==> src/rtl/psum_add_tree.sv <==
// ---------------------------------------------------------------------------
// psum_add_tree
//
// Reduces NTAP signed PE products plus one incoming partial sum through a
// registered binary adder tree. A final accumulate stage either loads the
// tree sum or adds it to the held accumulator. Fixed latency is LAT+1 cycles.
// There is no backpressure, and bubbles flow through as out_valid=0.
//
// Parameters
//   DWIDTH    operand and result width in bits (8..32)
//   NTAP      number of PE product inputs (2..16)
//
// Ports
//   clk       rising-edge clock
//   rst       asynchronous, active-high reset
//   in_valid  pe_data, psum_in, acc_en and acc_last are qualified this cycle
//   pe_data   packed signed products; tap i is bits [i*DWIDTH +: DWIDTH]
//   psum_in   signed incoming partial sum
//   acc_en    add this beat's tree sum into the held accumulator
//   acc_last  final beat of an accumulation group
//   psum_out  registered signed result, acc reduced to DWIDTH
//   out_valid psum_out holds a new result this cycle
//   out_last  the result's beat carried acc_last
//   ovf       sticky: some result did not fit the DWIDTH signed range
//
// Build option
//   PSUM_ADD_SAT_EN  when defined, psum_out saturates to the DWIDTH signed
//                    range; otherwise psum_out wraps (low DWIDTH bits of acc).
//                    ovf behaves the same way in both builds.
// ---------------------------------------------------------------------------
module psum_add_tree #(
    parameter int DWIDTH = 25,
    parameter int NTAP   = 3
) (
    input  logic                     clk,
    input  logic                     rst,
    input  logic                     in_valid,
    input  logic [NTAP*DWIDTH-1:0]   pe_data,
    input  logic [DWIDTH-1:0]        psum_in,
    input  logic                     acc_en,
    input  logic                     acc_last,
    output logic [DWIDTH-1:0]        psum_out,
    output logic                     out_valid,
    output logic                     out_last,
    output logic                     ovf
);

    localparam int NOPS = NTAP + 1;
    localparam int LAT  = $clog2(NOPS);
    localparam int GW   = DWIDTH + LAT;

    // Operand count at tree level s (level 0 is the sign-extended inputs).
    function automatic int cnt(input int s);
        return (NOPS + (1 << s) - 1) >> s;
    endfunction

    // Operand offset of level s within the flattened level vector.
    function automatic int off(input int s);
        int o = 0;
        for (int k = 0; k < s; k++) o += cnt(k);
        return o;
    endfunction

    localparam int NALL = off(LAT + 1);   // levels 0..LAT
    localparam int NTR  = NALL - NOPS;    // registered levels 1..LAT

    logic [NOPS*GW-1:0] ops;      // level 0, combinational
    logic [NTR*GW-1:0]  tr;       // levels 1..LAT, registered
    logic [NALL*GW-1:0] lv;       // all levels, flattened

    logic [LAT:1] v_q, en_q, last_q;
    logic [LAT:0] v_all, en_all, last_all;

    // NOTE: every variable gets a default at the top of always_comb so no path leaves it unassigned (no latch).
    always_comb begin
        ops = '0;
        for (int i = 0; i < NTAP; i++) begin
            ops[i*GW +: GW] = {{LAT{pe_data[i*DWIDTH + DWIDTH-1]}}, pe_data[i*DWIDTH +: DWIDTH]};
        end
        ops[NTAP*GW +: GW] = {{LAT{psum_in[DWIDTH-1]}}, psum_in};
    end

    assign lv       = {tr, ops};
    assign v_all    = {v_q, in_valid};
    assign en_all   = {en_q, acc_en};
    assign last_all = {last_q, acc_last};

    // Tree stages: pairwise sums; an odd leftover operand is registered as-is.
    // Data and tags of a stage hold while the beat entering it is a bubble.
    // NOTE: sequential state uses non-blocking (<=) so every register samples pre-edge values.
    always_ff @(posedge clk or posedge rst) begin
        if (rst) begin
            tr     <= '0;
            v_q    <= '0;
            en_q   <= '0;
            last_q <= '0;
        end else begin
            for (int s = 1; s <= LAT; s++) begin
                v_q[s] <= v_all[s-1];
                if (v_all[s-1]) begin
                    en_q[s]   <= en_all[s-1];
                    last_q[s] <= last_all[s-1];
                    for (int j = 0; j < cnt(s); j++) begin
                        if (2*j + 1 < cnt(s-1)) begin
                            tr[(off(s)-NOPS+j)*GW +: GW] <= lv[(off(s-1)+2*j)*GW +: GW]
                                                          + lv[(off(s-1)+2*j+1)*GW +: GW];
                        end else begin
                            tr[(off(s)-NOPS+j)*GW +: GW] <= lv[(off(s-1)+2*j)*GW +: GW];
                        end
                    end
                end
            end
        end
    end

    // Final accumulate stage.
    logic [GW-1:0]     tree_sum, acc, acc_next;
    logic [DWIDTH-1:0] wrap_val, red_val;
    logic              new_grp;   // next valid beat opens a group
    logic              fits;

    assign tree_sum = lv[off(LAT)*GW +: GW];
    assign acc_next = (en_all[LAT] && !new_grp) ? acc + tree_sum : tree_sum;
    assign wrap_val = acc_next[DWIDTH-1:0];
    // The value fits iff sign-extending its low DWIDTH bits rebuilds acc.
    assign fits     = (acc_next == {{LAT{wrap_val[DWIDTH-1]}}, wrap_val});

`ifdef PSUM_ADD_SAT_EN
    assign red_val = fits ? wrap_val
                   : (acc_next[GW-1] ? {1'b1, {(DWIDTH-1){1'b0}}}
                                     : {1'b0, {(DWIDTH-1){1'b1}}});
`else
    assign red_val = wrap_val;
`endif

    always_ff @(posedge clk or posedge rst) begin
        if (rst) begin
            acc       <= '0;
            psum_out  <= '0;
            out_valid <= 1'b0;
            out_last  <= 1'b0;
            ovf       <= 1'b0;
            new_grp   <= 1'b1;
        end else begin
            out_valid <= v_all[LAT];
            out_last  <= v_all[LAT] & last_all[LAT];
            if (v_all[LAT]) begin
                acc      <= acc_next;
                psum_out <= red_val;
                new_grp  <= last_all[LAT];
                if (!fits) ovf <= 1'b1;
            end
        end
    end

endmodule

==> config.mk <==
export PLATFORM = sky130hd
export DESIGN_NAME = psum_add_tree
export DESIGN_NICKNAME = d
export VERILOG_FILES = /design/src/rtl/psum_add_tree.sv
export SDC_FILE = /design/constraint.sdc
export NUM_CORES = 1
export LEC_CHECK = 0
export BUFFER_PORTS_ARGS = -buffer_cell sky130_fd_sc_hd__buf_2
export CAP_MARGIN = 10
export CORE_UTILIZATION = 53
export DETAILED_ROUTE_END_ITERATION = 12
export GPL_ROUTABILITY_DRIVEN = 0
export PLACE_DENSITY = 0.78
export SLEW_MARGIN = 20
export SYNTH_ARGS = -nofsm -noshare
export SYNTH_HDL_FRONTEND = slang
export SYNTH_SLANG_ARGS = --single-unit
==> constraint.sdc <==
create_clock -name clk -period 3.3 [get_ports clk]
set_input_delay 0.33 -clock clk [delete_from_list [all_inputs] [get_ports clk]]
set_output_delay 0.33 -clock clk [all_outputs]
set_load 0.02 [all_outputs]
Word level (Yosys, flattened, before mapping). Cells that the tools add are included. W data, S select, Z words.

Reductions and logical operators: 3. Eq/ne operators: 1. Multiplexer cells: 1. Add/subtract/negate cells: 4. Bitwise operators: 2.

Operators with widths (number): $add A27 B27 Y27 (2); $add A25 B25 Y26 (2); $mux W27 (1); $eq A2 B2 Y1 (1); $reduce_and A2 Y1 (1); $and A1 B1 Y1 (1); $logic_and A1 B1 Y1 (1); $logic_not A1 Y1 (1); $not A1 Y1 (1).

Output and inout port bits: 28. Input bits: 105. Logic and storage cells: 24. Register bits: 143.

Longest topological paths before layout.
Depth after elaboration: 6. Mapped depth: 12. Depth with buffers taken out: 12.

Worst setup path after synthesis. OpenSTA, ideal clock, no wires.

Path kind: reg2reg. Start: reg tr[0]. End: reg tr[76]. Arrival: 2734 ps. Slack: 435 ps. Stages on the path, launching flop included: 13. Clock period less this slack: 2865 ps. Setup time: 131 ps. Path buffers: 0. Path through: dfrtp_1 ha_1 inv_1 fa_1 nor2b_1 o21a_1 o21ai_1 a2111o_1 a311o_1 o21ai_1 o21ai_0 and4b_1 or3_1.

Word-level cells in the longest chain between the ends: 1.

Ends and longest elaborated chain: start: declaration (line 68) `logic [NTR*GW-1:0] tr;`; start signal: indexed assignment (line 105) `tr[(off(s)-NOPS+j)*GW +: GW] <= lv[(off(s-1)+2*j)*GW +: GW]`; start signal: indexed assignment (line 108) `tr[(off(s)-NOPS+j)*GW +: GW] <= lv[(off(s-1)+2*j)*GW +: GW];`; $add A27 B27 Y27 (line 106) `+ lv[(off(s-1)+2*j+1)*GW +: GW];`.

No other way between the ends. A chain may end at the register's enable or synchronous reset.

Worst setup path after layout. Ends and elaborated chain as after synthesis.

==> out/metrics.yaml <==
path_common_cell: "o21ai_1"
track_usage_pct: 24.3
ctsHoldBuffers: 0
ys_top_cells_by_count: "115 x dfrtp_1, 111 x a21oi_1, 102 x ha_1, 82 x nor2_1, 61 x mux2_2"
grt_antenna_before_repair: 0
ff2ff_setup_slack_ns: 0.19
grt_remaining_overflow: 0
power_density_nw_per_um2: 899
clockBufferDepth: 2
avgSynthCellArea_sq_um: 9.10
drv_cap: 0
syn_to_final_growth_pct: 15.1
worst_pin_slew_ns: 0.971
num_io_pins: 133
die-area_sq_um: 18400
die_x_microns: 136
hp-class: "input port to asynchronous set/reset pin"
syn-cell-area_sq_um: 9460
synth_top_family_by_area: "compound AO/OA/AOI/OAI gates"
synth-xor-area-share_pct: 7.04
synth.area.mux_share_pct: 7.68
seq_area_frac_synth_pct: 30.7
numCtsBuffers: 17
synthTopCellsByArea: "dfrtp_1 30%, ha_1 13%, mux2_2 7.3%, a21oi_1 5.9%, xnor2_1 5.2%"
hold_violations: 0
rsz0062_at_grt: "false"
r2r_end: "tr[76]"
yosysWarnings: 0
critical-path-slowest-cell: "a2111o_1"
synth_fa_ha_area_share_pct: 14.3
num_vias: 8058
end_kind: "flip-flop"
core_area_sq_um: 17400
min_period_ns: 3.11
final_max_slew_viol_count: 0
h-tree-depth: 4
skew_ns: 0.00660
clk_latency_ns: 0.43
synthesis.nets: 1251
numPortBuffers: 132
seqPwrFrac_pct: 24.3
fin_ws_ns: 0.191
wl_microns: 21100
grt_pass1_vias: 7614
dp_slack_ns: 0.121
num_rows: 48
r2r-start: "tr[0]"
num_antenna_cells: 0
power_frac_clock_pct: 20.4
grt_pass1_wl_microns: 35700
yosysTopAreaCell: "dfrtp_1"
status: "completed"
cp_max_fo: 3
cp.arrival_ns: 3.41
synth_top_area_share_pct: 30.4
setup-tns-final_ns: 0
nNetsFinal: 1365
drtIter0Drc: 547
synth-seq-cells: 116
fp.dieH_microns: 136
drtPass1Iterations: 5
cpPeakStageDelay_ns: 0.47
power_w: 0.00979
p_leak_nw: 4.93
post-route-period-util_pct: 94.2
p_sw_share_pct: 41.9
cts_tree: "yes"
max_slew_margin_pct: 35.2
synth-compound-area-share_pct: 22.5
path_cells: "ha_2 > inv_1 > fa_2 > nor2b_1 > o21a_1 > o21ai_1 > a2111o_1 > a311o_1 > o21ai_2 > o21ai_1 > and4b_1 > or3_1"
postSynth.asyncResetShare_pct: 100
p_comb_share_pct: 55.4
critPathRequiredTime_ns: 3.61
grt_max_degree: 59
fmax_ghz: 0.322
layout-drive-gt1-share_pct: 22.6
clkSinkCount: 116
ant_nets: 0
synth-simple-area-share_pct: 13.1
design_area_sq_um: 10900
place_area_sq_um: 10200
postSynthCellCount: 1040
vias_per_cell: 5.79
hpwlAfterDp_microns: 15900
internal-power_w: 0.00569
r2r_cells: 12
synth_most_common_cell: "dfrtp_1"
initial_core_util_pct: 54.5
drc: 0
wl_per_cell_microns: 15.2
clkSlewWorstSetupHoldPaths_ns: 0.06
cts-root-buf: "clkbuf_16"
start_kind: "flip-flop"
setup_viol: 0
switching_power_w: 0.00410
path_class: "flip-flop to flip-flop"
post_synth_num_cell_types: 74
synth-main-ff-cell: "dfrtp_1"
synth-edff-count: 0
ir_drop_v: 0.000534
==> area by class of cell <==
type | instances | area (sq um)
fillers | 1430 | 6470
multi-input cells | 830 | 6120
flip-flops and latches | 116 | 2910
repair buffers | 144 | 763
clock buffers | 20 | 467
well taps | 225 | 282
clock inverters | 12 | 178
inverters | 45 | 173
==> registers in the layout (all words and copies together) (netlist names) <==
signal     cells
tr            79
psum_out      24
acc            3
en_q           2
last_q         2
v_q            2
new_grp        1
out_last       1
out_valid      1
ovf            1
==> through the flow <==
step,utilization [%],std cells,hold WS [ns]
floorplan,-,1040,0.361
global placement,58.9,1359,0.473
detailed placement,58.9,1359,0.472
CTS,62.6,1391,0.112
global route,62.7,1392,0.129
finish,62.7,1392,0.0855
==> layout by cell type, fill, tap and decap left out, drive strengths merged, types with 5 or more instances in the layout <==
| cell | count |
|---|---|
| nor2b | 20 |
| xnor2 | 56 |
| nor3 | 23 |
| a31oi | 22 |
| o22ai | 5 |
| nand4 | 8 |
| o21a | 12 |
| dfrtp | 115 |
| a21oi | 111 |
| or3 | 9 |
| clkbuf | 20 |
| clkinvlp | 5 |
| buf | 144 |
| xor2 | 20 |
| a2111oi | 6 |
| a21o | 28 |
| o31ai | 6 |
| nand2b | 17 |
| and2 | 9 |
| o211ai | 10 |
| nor2 | 82 |
| ha | 102 |
| inv | 44 |
| nand3 | 15 |
| mux2 | 61 |
| a211oi | 11 |
| nand2 | 54 |
| a21boi | 10 |
| o21ai | 62 |
| o21bai | 12 |
==> power by group through the flow <==
stage               Sequential, W  Clock [W]  Combinational (W)
global placement          0.00236          0            0.00517
global route              0.00245    0.00208            0.00603
finish                    0.00238    0.00199            0.00542
CTS                       0.00237    0.00201            0.00537
floorplan                 0.00221          0            0.00450
detailed placement        0.00238          0            0.00528
==> layer usage <==
metal | vias to the layer above | wire length (microns) | track usage (%)
li1 | 4025 | - | -
met1 | 3766 | 10300 | 33.9
met2 | 231 | 9480 | 37.7
met3 | 36 | 929 | 4.04
met4 | 0 | 370 | 8.80
met5 | - | 0 | 0
==> worst max path at each step <==
stage	end	cells after the start	start	slack (ns)
final	tr[76]	12	tr[0]	0.19
after global routing	tr[76]	12	tr[0]	0.02
after CTS	ovf	11	tr[54]	0.19
after detailed placement	tr[49]	14	pe_data[50]	0.12
after global placement	tr[49]	14	pe_data[50]	0.15
after floorplan	tr[76]	12	tr[0]	0.43
==> timing repair <==
item                                    CTS  global route
endpoints found under the setup margin    0             2
buffers inserted                          0             1
gates resized for setup                   0             4
==> logic make-up after synthesis <==
family	count (synthesis)
compound gates	327
xor+xnor	76
fa+ha+maj	106
buf+inv	94
flops	116
mux	65
simple gates	256
==> critical path: cells and delay by family (launching register included) <==
family / cells / cell delay, ns
flops: 1 / 0.36
fa+ha+maj: 2 / 0.55
simple gates: 3 / 0.67
buf+inv: 1 / 0.05
compound gates: 6 / 1.37
No activity file was read; power rests on OpenSTA's default activity.
